$ cat src/rtl/pc_sequencer_pkg.sv
// Shared definitions for the program-counter sequencer: branch-type codes and FSM encodings.
package pc_sequencer_pkg;
  localparam logic [2:0] BR_NONE = 3'd0;
  localparam logic [2:0] BR_JMP  = 3'd1;
  localparam logic [2:0] BR_BZ   = 3'd2;
  localparam logic [2:0] BR_BNZ  = 3'd3;
  localparam logic [2:0] BR_CALL = 3'd4;
  localparam logic [2:0] BR_RET  = 3'd5;
  localparam logic [2:0] BR_HALT = 3'd6;

  localparam logic [1:0] ST_BOOT   = 2'd0;
  localparam logic [1:0] ST_FETCH  = 2'd1;
  localparam logic [1:0] ST_DECODE = 2'd2;
  localparam logic [1:0] ST_HALT   = 2'd3;
endpackage

$ cat src/rtl/pc_sequencer_ras.sv
// Return-address LIFO: combinational top, push ignored when full, pop ignored when empty.
module pc_sequencer_ras #(
  parameter int AW    = 8,
  parameter int DEPTH = 4
) (
  input  logic          clk,
  input  logic          rst_n,
  input  logic          i_push,
  input  logic          i_pop,
  input  logic [AW-1:0] i_data,
  output logic [AW-1:0] o_top,
  output logic          o_full,
  output logic          o_empty
);
  localparam int PW = $clog2(DEPTH);

  logic [AW-1:0] r_mem [DEPTH];
  logic [PW:0]   r_cnt;
  logic [PW-1:0] w_top_idx;

  assign w_top_idx = r_cnt[PW-1:0] - PW'(1);
  assign o_top     = r_mem[w_top_idx];
  assign o_full    = (r_cnt == (PW+1)'(DEPTH));
  assign o_empty   = (r_cnt == '0);

  always_ff @(posedge clk) begin
    if (!rst_n) begin
      r_cnt <= '0;
    end else if (i_push && !o_full) begin
      r_mem[r_cnt[PW-1:0]] <= i_data;
      r_cnt                <= r_cnt + (PW+1)'(1);
    end else if (i_pop && !o_empty) begin
      r_cnt <= r_cnt - (PW+1)'(1);
    end
  end
endmodule

$ cat src/rtl/pc_sequencer.sv
// Program-counter control unit: fetch/decode/halt sequencing and next-PC selection with call/return stack.
module pc_sequencer
  import pc_sequencer_pkg::*;
#(
  parameter int          AW        = 8,
  parameter int          RAS_DEPTH = 4,
  parameter logic [AW-1:0] RESET_VEC = '0
) (
  input  logic          clk,
  input  logic          rst_n,
  input  logic [AW-1:0] pc,
  output logic [AW-1:0] next_pc,
  output logic          imem_req,
  input  logic          imem_ack,
  output logic          ir_load,
  input  logic          dec_valid,
  input  logic [2:0]    br_type,
  input  logic [AW-1:0] br_target,
  input  logic          flag_z,
  input  logic          stall,
  output logic          halted,
  output logic          stack_err
);
  logic [1:0]    r_state;
  logic          r_err;
  logic [1:0]    w_state_nxt;
  logic [AW-1:0] w_pc_inc;
  logic [AW-1:0] w_nxt;
  logic [AW-1:0] w_ras_top;
  logic          w_ras_full, w_ras_empty;
  logic          w_fire, w_push, w_pop, w_err_set;
  logic          w_req, w_irl, w_hlt;

  assign w_pc_inc = pc + AW'(1);
  assign w_fire   = (r_state == ST_DECODE) && !stall && dec_valid;
  assign w_push   = rst_n && w_fire && (br_type == BR_CALL);
  assign w_pop    = rst_n && w_fire && (br_type == BR_RET);
  assign w_err_set = (w_push && w_ras_full) || (w_pop && w_ras_empty);

  pc_sequencer_ras #(.AW(AW), .DEPTH(RAS_DEPTH)) u_ras (
    .clk     (clk),
    .rst_n   (rst_n),
    .i_push  (w_push),
    .i_pop   (w_pop),
    .i_data  (w_pc_inc),
    .o_top   (w_ras_top),
    .o_full  (w_ras_full),
    .o_empty (w_ras_empty)
  );

  always_comb begin
    w_state_nxt = r_state;
    w_nxt       = pc;
    w_req       = 1'b0;
    w_irl       = 1'b0;
    w_hlt       = 1'b0;
    case (r_state)
      ST_BOOT: begin
        w_nxt       = RESET_VEC;
        w_state_nxt = ST_FETCH;
      end
      ST_FETCH: begin
        w_req = 1'b1;
        if (imem_ack) begin
          w_irl       = 1'b1;
          w_state_nxt = ST_DECODE;
        end
      end
      ST_DECODE: begin
        if (w_fire) begin
          w_state_nxt = ST_FETCH;
          case (br_type)
            BR_JMP:  w_nxt = br_target;
            BR_BZ:   w_nxt = flag_z  ? br_target : w_pc_inc;
            BR_BNZ:  w_nxt = !flag_z ? br_target : w_pc_inc;
            BR_CALL: w_nxt = br_target;
            BR_RET:  w_nxt = w_ras_empty ? w_pc_inc : w_ras_top;
            BR_HALT: begin
              w_nxt       = pc;
              w_state_nxt = ST_HALT;
            end
            default: w_nxt = w_pc_inc;
          endcase
        end
      end
      default: w_hlt = 1'b1;
    endcase
  end

  // Reset overrides every output in the same cycle, so an ack arriving then is dropped.
  assign next_pc   = rst_n ? w_nxt : RESET_VEC;
  assign imem_req  = rst_n && w_req;
  assign ir_load   = rst_n && w_irl;
  assign halted    = rst_n && w_hlt;
  assign stack_err = rst_n && r_err;

  always_ff @(posedge clk) begin
    if (!rst_n) begin
      r_state <= ST_BOOT;
      r_err   <= 1'b0;
    end else begin
      r_state <= w_state_nxt;
      if (w_err_set) r_err <= 1'b1;
    end
  end
endmodule
$ cat config.mk
export PLATFORM = sky130hd
export DESIGN_NAME = pc_sequencer
export DESIGN_NICKNAME = d
export VERILOG_FILES = /design/src/rtl/pc_sequencer_pkg.sv /design/src/rtl/pc_sequencer_ras.sv /design/src/rtl/pc_sequencer.sv
export SDC_FILE = /design/constraint.sdc
export NUM_CORES = 1
export LEC_CHECK = 0
export CORE_UTILIZATION = 43
export DETAILED_ROUTE_END_ITERATION = 10
export PLACE_DENSITY = 0.66
export SLEW_MARGIN = 5
export SYNTH_ARGS = -nofsm -noshare
export SYNTH_HDL_FRONTEND = slang
export SYNTH_SLANG_ARGS = --single-unit
export TNS_END_PERCENT = 10
$ cat constraint.sdc
create_clock -name clk -period 3.19 [get_ports clk]
set_input_delay 0.319 -clock clk [delete_from_list [all_inputs] [get_ports clk]]
set_output_delay 0.319 -clock clk [all_outputs]
set_load 0.005 [all_outputs]
; ---- Word level (Yosys, flattened, before mapping)
; Memories as Yosys holds them, arrays and structs flattened.
; Index checks and enable logic that the tools add are counted.
[totals]
regBits = 6
ram_bits = 32
inputBits = 25
output_inout_bits = 12
memories = 1
[classes]
add_sub_neg = 4
eq_ne = 11
n_mux = 20
n_reduce_logical = 24
[mem_list]
columns = name, words, width, read_ports, rd_ports_with_merged_regs, wr, line_no
row1 = u_ras.r_mem, 4, 8, 1, 0, 1, pc_sequencer_ras.sv:17  ; logic [AW-1:0] r_mem [DEPTH];
[op_table]
columns = operator, n
row1 = 8-bit 2-to-1 mux, 5
row2 = 8-bit one-hot mux with 5 select lines, 1
row3 = 8-bit one-hot mux with 2 select lines, 1
row4 = 1-bit logical AND, 13
row5 = 3-bit equality test (second input constant), 4
row6 = 8-bit by 1-bit adder with 8-bit output (second input constant), 1
row7 = 1-bit 2-to-1 mux, 7
row8 = 3-bit by 2-bit equality test with 1-bit output (second input constant), 2
row9 = 2-bit 2-to-1 mux, 3
row10 = 3-bit 2-to-1 mux, 2
row11 = 2-bit one-hot mux with 3 select lines, 1
row12 = 2-bit inequality test (second input constant), 2
row13 = 3-bit by 1-bit adder with 3-bit output (second input constant), 1
row14 = 3-bit by 1-bit equality test with 1-bit output (second input constant), 1
row15 = 1-bit logical NOT, 3
row16 = 3-bit logical NOT, 1
row17 = 3-bit AND reduction, 1
row18 = 3-bit nonzero test, 1
row19 = 3-bit OR reduction, 1
row20 = 3-bit by 1-bit subtractor with 3-bit output (second input constant), 1
row21 = 2-bit by 1-bit equality test with 1-bit output (second input constant), 1
row22 = 2-bit equality test (second input constant), 1
row23 = 2-bit logical NOT, 1
row24 = 2-bit nonzero test, 1
row25 = 3 further kinds, 3

; ---- Depth between registers and ports, before layout
; Gate-level depths: netlist of the first run.
[depth]
depth_word = 9
ltp_mapped = 11
ltp_nobuf = 10

; ---- By module
; From an unflattened synthesis of the first run, not the netlist that was laid out.
[hier_totals]
cells_unflattened = 168
hier_area_um2 = 2175.8
[by_module_without_submodules]
columns = module, instances, cells_each, area_each_um2, seq_area_each_um2
row1 = pc_sequencer_ras, 1, 78, 1497.7, 1021.0
row2 = pc_sequencer, 1, 90, 678.2, 60.1

; ---- Least setup slack after synthesis of the first run
; Ideal clock, no wire load.
[synth_timing]
path_type = reg2out
from = register u_ras.r_cnt[0]
to = output next_pc[3]
arrival_ns = 2.132
path_slack_ns = 0.739
path_stages_with_launch = 10
n_path_buf = 2
path_cell_list = dfxtp_1 -> buf_6 -> inv_1 -> ha_1 -> clkbuf_1 -> mux4_2 -> or2_0 -> a32oi_1 -> o211ai_1 -> a22o_1
[synth_via]
elab_chain_cells = 7
[synth_rtl]
columns = item, line_no
row1 = "start, declared", pc_sequencer_ras.sv:18  ; logic [PW:0] r_cnt;
row2 = "start signal, assigned", pc_sequencer_ras.sv:31  ; r_cnt <= r_cnt + (PW+1)'(1);
row3 = "start signal, assigned", pc_sequencer_ras.sv:33  ; r_cnt <= r_cnt - (PW+1)'(1);
row4 = 2-bit by 1-bit subtractor with 2-bit output, pc_sequencer_ras.sv:21  ; assign w_top_idx = r_cnt[PW-1:0] - PW'(1);
row5 = named net u_ras.w_top_idx[0], pc_sequencer_ras.sv:19  ; logic [PW-1:0] w_top_idx;
row6 = memory 4 x 8 bit, --
row7 = 8-bit 2-to-1 mux, pc_sequencer.sv:77  ; BR_RET: w_nxt = w_ras_empty ? w_pc_inc : w_ras_top;
row8 = 8-bit one-hot mux with 5 select lines, pc_sequencer.sv:72  ; case (br_type)
row9 = 8-bit 2-to-1 mux, pc_sequencer.sv:70  ; if (w_fire) begin
row10 = 8-bit one-hot mux with 2 select lines, pc_sequencer.sv:57  ; case (r_state)
row11 = 8-bit 2-to-1 mux, pc_sequencer.sv:91  ; assign next_pc = rst_n ? w_nxt : RESET_VEC;
row12 = "end, declared", pc_sequencer.sv:12  ; output logic [AW-1:0] next_pc,
; The timed path passes the listed nets, and every way through them passes these cells.

; ---- Final worst setup path of the first run
[layout_timing]
from = register u_ras.r_cnt[1]
to = output next_pc[6]
[layout_via]
elab_chain_cells = 7
[layout_rtl]
columns = item, line_no
row1 = 2-bit by 1-bit subtractor with 2-bit output, pc_sequencer_ras.sv:21
row2 = memory 4 x 8 bit, --
row3 = 8-bit 2-to-1 mux (*), pc_sequencer.sv:77
row4 = 8-bit one-hot mux with 5 select lines (*), pc_sequencer.sv:72
row5 = 8-bit 2-to-1 mux (*), pc_sequencer.sv:70
row6 = 8-bit one-hot mux with 2 select lines (*), pc_sequencer.sv:57
row7 = 8-bit 2-to-1 mux (*), pc_sequencer.sv:91
; Mark *: on every way between the ends. The rest lies on a longest branch, timed or not.

==> flow_summary.toml, run 1 <==
[status]
status = "finished clean"

[clock_tree]
numCtsBuffers = 5
clock_latency_ns = 0.30
ctsRootBufferMaster = "clkbuf_8"
htreeDepth = 2
clockBufferDepth = 2
cts_tree = "done"
clkSinkCount = 38
clk_pin_slew_worst_paths_ns = 0.08

[synthesis]
netlist.area_leader.share_pct = 40.0
synth_xor_xnor_area_share_pct = 2.92
ys_seq_elements = 38
synth_area_sq_mm = 0.00240
yosysUniqueCellTypes = 55
synthCells = 213
yosys-top-cells-count = "32 x edfxtp_1, 17 x nand2_1, 13 x inv_1"
synth_most_common_cell = "edfxtp_1"
synth_area_per_cell_sq_um = 11.3
synth-async-reset-ratio_pct = 0
synth_top_family_by_area = "compound AO/OA/AOI/OAI gates"
synth.net_count = 249
ys_seq_area_share_pct = 45.0
synth_mux_area_share_pct = 8.85
synth_area_leader_cell = "edfxtp_1"
ys_warn_count = 0
synthAdderAreaFrac_pct = 6.04
synth.area.top_cells = "edfxtp_1 40%, mux4_1 6.6%, ha_1 5.2%"
synth-compound-area-share_pct = 17.3
ys.flop_type = "edfxtp_1"
synth-edff-count = 32
yosys.area_share.simple_pct = 15.6

[power]
p_sw_uw = 288
irDropWorstVdd_uv = 269
p_comb_share_pct = 17.5
p_clk_share_pct = 38.6
pwr-share-seq_pct = 43.9
swShare_pct = 23.0
leakagePower_uw = 0.00109
p_int_uw = 962
cellPowerDensity_mw_per_mm2 = 410

[placed_design]
pre_cts_ws_ns = 0.200
globalplace.congestion = 0.816
io_buffers = 36
dp_hpwl_um = 4170

[critical_path]
critPathRequiredTime_ns = 2.87
crit_arrival_ns = 2.73
critPathMaxStageDelay_ns = 0.45
cp-end-kind = "output pin"
path_max_fanout = 5
r2r_cells = 10
path_depth = 9
cp_slowest_cell = "clkdlybuf4s50_1"
cp-start-kind = "flip-flop"
crit_chain = "inv_1, ha_4, nor2b_1, nor3_2, buf_4, a221o_1, a221oi_1, o21ai_1, clkdlybuf4s50_1"
cp_num_buf_inv = 3
path_class = "flip-flop to output pin"
path_delay_family = "buffers and inverters"

[timing]
rsz0062_at_grt = "no"
slew_headroom_pct = 61.2
fin_tns_setup_ns = 0
fmax_mhz = 328
fin_crit_sh_pct = 95.6
period_minus_slack_ns = 3.05
max_slew.worst_pin.slew_ns = 0.582
hold_viol_final = 0
setup_violations = 0
clock_skew_ns = 0.0129
drv_slew = 0
layout_setup_ws_ns = 0.141

[detailed_routing]
drt-total-wl_um = 5900
wire_per_inst_um = 17.9
ant_nets = 0
drcViolationCount = 0
vias = 1937
dr.pass1.iters = 4
drt_iter0_markers = 152
via_per_inst = 5.87

[cells_and_area]
drive_gt1_share_pct = 10.8
nets = 295
diodes = 0
nFillCells = 423
area_delta_synth_final_pct = 26.8
utilization_pct = 58.2

[hold_path]
worstHoldPathCells = 1
min_path_type = "flip-flop to flip-flop"

[global_routing]
antenna_found_initial = 0
track_usage_pct = 21.5
grt_max_degree = 16
grt_pass1_wl_um = 9480
overflow = 0
grt_pass1_vias = 1792

[floorplan]
initial_core_util_pct = 45.9
die-area_sq_mm = 0.00589
die_h_um = 76.8
die_w_um = 76.8
row_count = 26
core-area_sq_mm = 0.00524
ios = 37

[run]
maxCapViolCount = 0
routing by layer:
metal | vias to the layer above | wire length (um) | track usage (%)
met4 | 0 | 120 | 6.54
met2 | 79 | 2740 | 34.0
met3 | 16 | 404 | 4.17
met1 | 928 | 2640 | 29.7
li1 | 914 | - | -
met5 | - | 0 | 0
cell usage in the layout (no fill, tap or decap), types with 3 or more instances in the layout:
master / Yosys / final
nor2_1: 9 / 9
and3_1: 5 / 5
a32oi_1: 3 / 3
nand2b_1: 6 / 6
o21ai_0: 11 / 11
edfxtp_1: 32 / 32
nor2b_1: 5 / 5
a21oi_1: 5 / 5
xnor2_1: 4 / 4
clkdlybuf4s50_1: 0 / 36
mux4_1: 6 / 6
o211ai_1: 3 / 3
inv_1: 13 / 13
a221oi_1: 4 / 4
a22o_1: 4 / 4
xor2_1: 4 / 4
and2_1: 10 / 10
nand3_1: 6 / 6
dfxtp_1: 6 / 6
ha_1: 10 / 9
buf_4: 1 / 14
clkbuf_8: 0 / 5
nand2_1: 17 / 17
a221o_1: 3 / 3
metrics by stage:
stage                     instance area, sq um  hold slack (ns)  total power [uW]  cells
after floorplan                           2400            0.432               670    213
after global placement                    2900            0.439               773    322
after detailed placement                  2900            0.448               776    322
after CTS                                 3040            0.467              1250    330
after global routing                      3050            0.515              1300    330
final                                     3050            0.464              1250    330
cell type report:
| class | instances | area, sq um | share of cell area [%] |
|---|---|---|---|
| well taps | 70 | 87.6 | 2.87 |
| inverters | 13 | 48.8 | 1.60 |
| clock buffers | 5 | 68.8 | 2.26 |
| flip-flops and latches | 38 | 1080 | 35.5 |
| repair buffers | 50 | 465 | 15.3 |
| clock inverters | 3 | 63.8 | 2.09 |
| multi-input cells | 151 | 1230 | 40.4 |
registers in the layout, indices dropped and copies added (netlist names):
name and flops:
r_err 1, r_state 2, u_ras.r_cnt 3, u_ras.r_mem 32
path summary, 6_finish.rpt:
path / startpoint / end / slack, ns
hold reg to reg: r_err / r_err / 0.46
setup / recovery: u_ras.r_cnt[1] / next_pc[6] / 0.14
hold / removal: r_err / r_err / 0.46
setup reg to reg: r_state[0] / u_ras.r_cnt[2] / 0.64
worst reg2reg max path, cell delays in order (launching register included):
cell and delay, ns:
dfxtp_1 0.36, inv_1 0.10, ha_1 0.31, nand4b_1 0.25, a2111oi_4 0.47, inv_1 0.10, fa_1 0.39, nor2_1 0.11
a22oi_1 0.08, xnor2_1 0.14, and2_1 0.16
cell families after synthesis:
family / Yosys count
buf+inv: 24
xor+xnor: 8
mux: 9
simple gates: 69
fa+ha+maj: 11
compound gates: 54
flops: 38
power groups by stage:
| stage | Clock [uW] | Combinational [uW] | Sequential, uW |
|---|---|---|---|
| 2_1_floorplan | 0 | 111 | 559 |
| 3_3_place_gp | 0 | 212 | 560 |
| 3_5_place_dp | 0 | 215 | 560 |
| 4_1_cts | 487 | 217 | 549 |
| 5_1_grt | 504 | 241 | 550 |
| 6_report | 482 | 219 | 549 |
timing repair:
action / CTS / global route
hold buffers: 0 / 0
resized for setup: 1 / 1
setup endpoints to repair: 1 / 1
hold endpoints to repair: 0 / 0
buffers inserted: 0 / 0
Power figures use the tool's default switching activity.
==> run 2: changes to the inputs <==
- CORE_UTILIZATION: 43 -> 54
- GPL_TIMING_DRIVEN: unset -> 0
- PLACE_DENSITY: 0.66 -> 0.8
==> run 2 against run 1 <==
Against the previous run: fmax up 0.22%; die area shrank 20%; cell count shrank 6.1%; critical endpoint is now next_pc[3]; largest cell class unchanged; routed wire length rose by 3.8%; clock power is 3% higher.
==> flow_summary.toml, run 2 (synthesis results as in run 1) <==
[status]
status = "finished clean"

[power]
p_int_uw = 959
leakagePower_uw = 0.00110
pwr-share-seq_pct = 43.5
cellPowerDensity_mw_per_mm2 = 414
swShare_pct = 23.9
irDropWorstVdd_uv = 296
p_sw_uw = 301
p_comb_share_pct = 16.9
p_clk_share_pct = 39.5

[hold_path]
min_path_type = "flip-flop to flip-flop"

[clock_tree]
clk_pin_slew_worst_paths_ns = 0.09
ctsRootBufferMaster = "clkbuf_8"
htreeDepth = 2
numCtsBuffers = 5
clockBufferDepth = 2
clock_latency_ns = 0.30
cts.hold.buffers_added = 0
clkSinkCount = 38
cts_tree = "done"

[floorplan]
row_count = 23
initial_core_util_pct = 58.0
die_h_um = 68.7
core-area_sq_mm = 0.00414
ios = 37
die_w_um = 68.7
die-area_sq_mm = 0.00472

[detailed_routing]
wire_per_inst_um = 19.8
drt-total-wl_um = 6130
drt_iter0_markers = 274
dr.pass1.iters = 7
vias = 2021
via_per_inst = 6.52
drcViolationCount = 0
ant_nets = 0

[timing]
fin_tns_setup_ns = 0
drv_slew = 0
period_minus_slack_ns = 3.04
hold_viol_final = 0
setup_violations = 0
clock_skew_ns = 0.0140
rsz0062_at_grt = "no"
fmax_mhz = 329
slew_headroom_pct = 47.2
fin_crit_sh_pct = 95.4
max_slew.worst_pin.slew_ns = 0.787

[cells_and_area]
nets = 295
utilization_pct = 73.4
final_cell_area_sq_mm = 0.00304
largest_reg_flops = 32
diodes = 0
area_delta_synth_final_pct = 26.5
drive_gt1_share_pct = 11.9
final_common_cell = "clkdlybuf4s50_1"
final_cell_mix = "33 x clkdlybuf4s50_1, 32 x edfxtp_1, 17 x nand2_1, 12 x inv_1, 11 x o21ai_0"

[critical_path]
cp-start-kind = "flip-flop"
path_class = "flip-flop to output pin"
path_max_fanout = 7
cp-end-kind = "output pin"
crit_arrival_ns = 2.72
critPathRequiredTime_ns = 2.87

[placed_design]
placedInstanceArea_sq_mm = 0.00281
dp_hpwl_um = 4100
io_buffers = 34
globalplace.congestion = 0.882

[global_routing]
grt_pass1_vias = 1898
grt_max_degree = 14
grt_pass1_wl_um = 9460
track_usage_pct = 28.5
antenna_found_initial = 0
overflow = 0

[run]
maxCapViolCount = 0
## run 2: cell count changes in the layout (fill, tap and decap cells not counted), sizes merged
cell           previous run  this run
buf                      14        11
clkinvlp                  0         1
dlymetal6s2s              0         1
clkdlybuf4s50            36        33
inv                      13        12
clkbuf                    5        10
## run 2: cell type report
type	count	area [sq um]
sequential	38	1080
timing repair buffer	40	388
tap	50	62.6
multi-input combinational	151	1260
fill	293	1100
clock inverter	3	68.8
inverter	13	52.6
clock buffer	5	68.8
buffer	10	60.1
## run 2: final timing paths
kind,from,endpoint,slack [ns],cells after the start
max,u_ras.r_cnt[1],next_pc[3],0.15,8
max reg2reg,r_state[0],u_ras.r_cnt[2],0.46,11
min,r_err,r_err,0.46,1
min reg2reg,r_err,r_err,0.46,1
## run 2: timing repair
item                       4_1_cts  5_1_grt
gates cloned                     0        0
setup buffers                    1        5
pin swaps                        1        3
setup endpoints to repair        8        5
resized for setup                6        7
## run 2: power groups by stage
stage	Sequential [uW]	Clock, uW	Combinational, uW
CTS	549	500	207
detailed placement	560	0	204
global placement	560	0	201
finish	548	498	213
floorplan	559	0	111
global route	549	515	235
## run 2: per-layer routing
layer  vias up  global-route usage, %  wire length [um]
li1        913                      -                 -
met1       939                   38.5              2620
met2       137                   41.7              2760
met3        32                   7.57               506
met4         0                   15.6               238
met5         -                      0                 0
## run 2: worst max-delay path: stages, from the launching register on
cell	delay, ns
dfxtp_1	0.45
inv_1	0.13
ha_4	0.34
mux4_2	0.29
or2_0	0.20
a32oi_1	0.23
o211ai_1	0.13
a22o_1	0.21
clkdlybuf4s50_1	0.44
## run 2: stage by stage
step                      setup slack [ns]  total power, uW  instances  hold WS, ns
after detailed placement            -0.170              765        297        0.446
after CTS                          0.00122             1260        305        0.467
after floorplan                      0.739              670        213        0.432
final                                0.147             1260        310        0.464
after global placement             -0.0835              761        297        0.438
after global routing               0.00488             1300        310        0.499
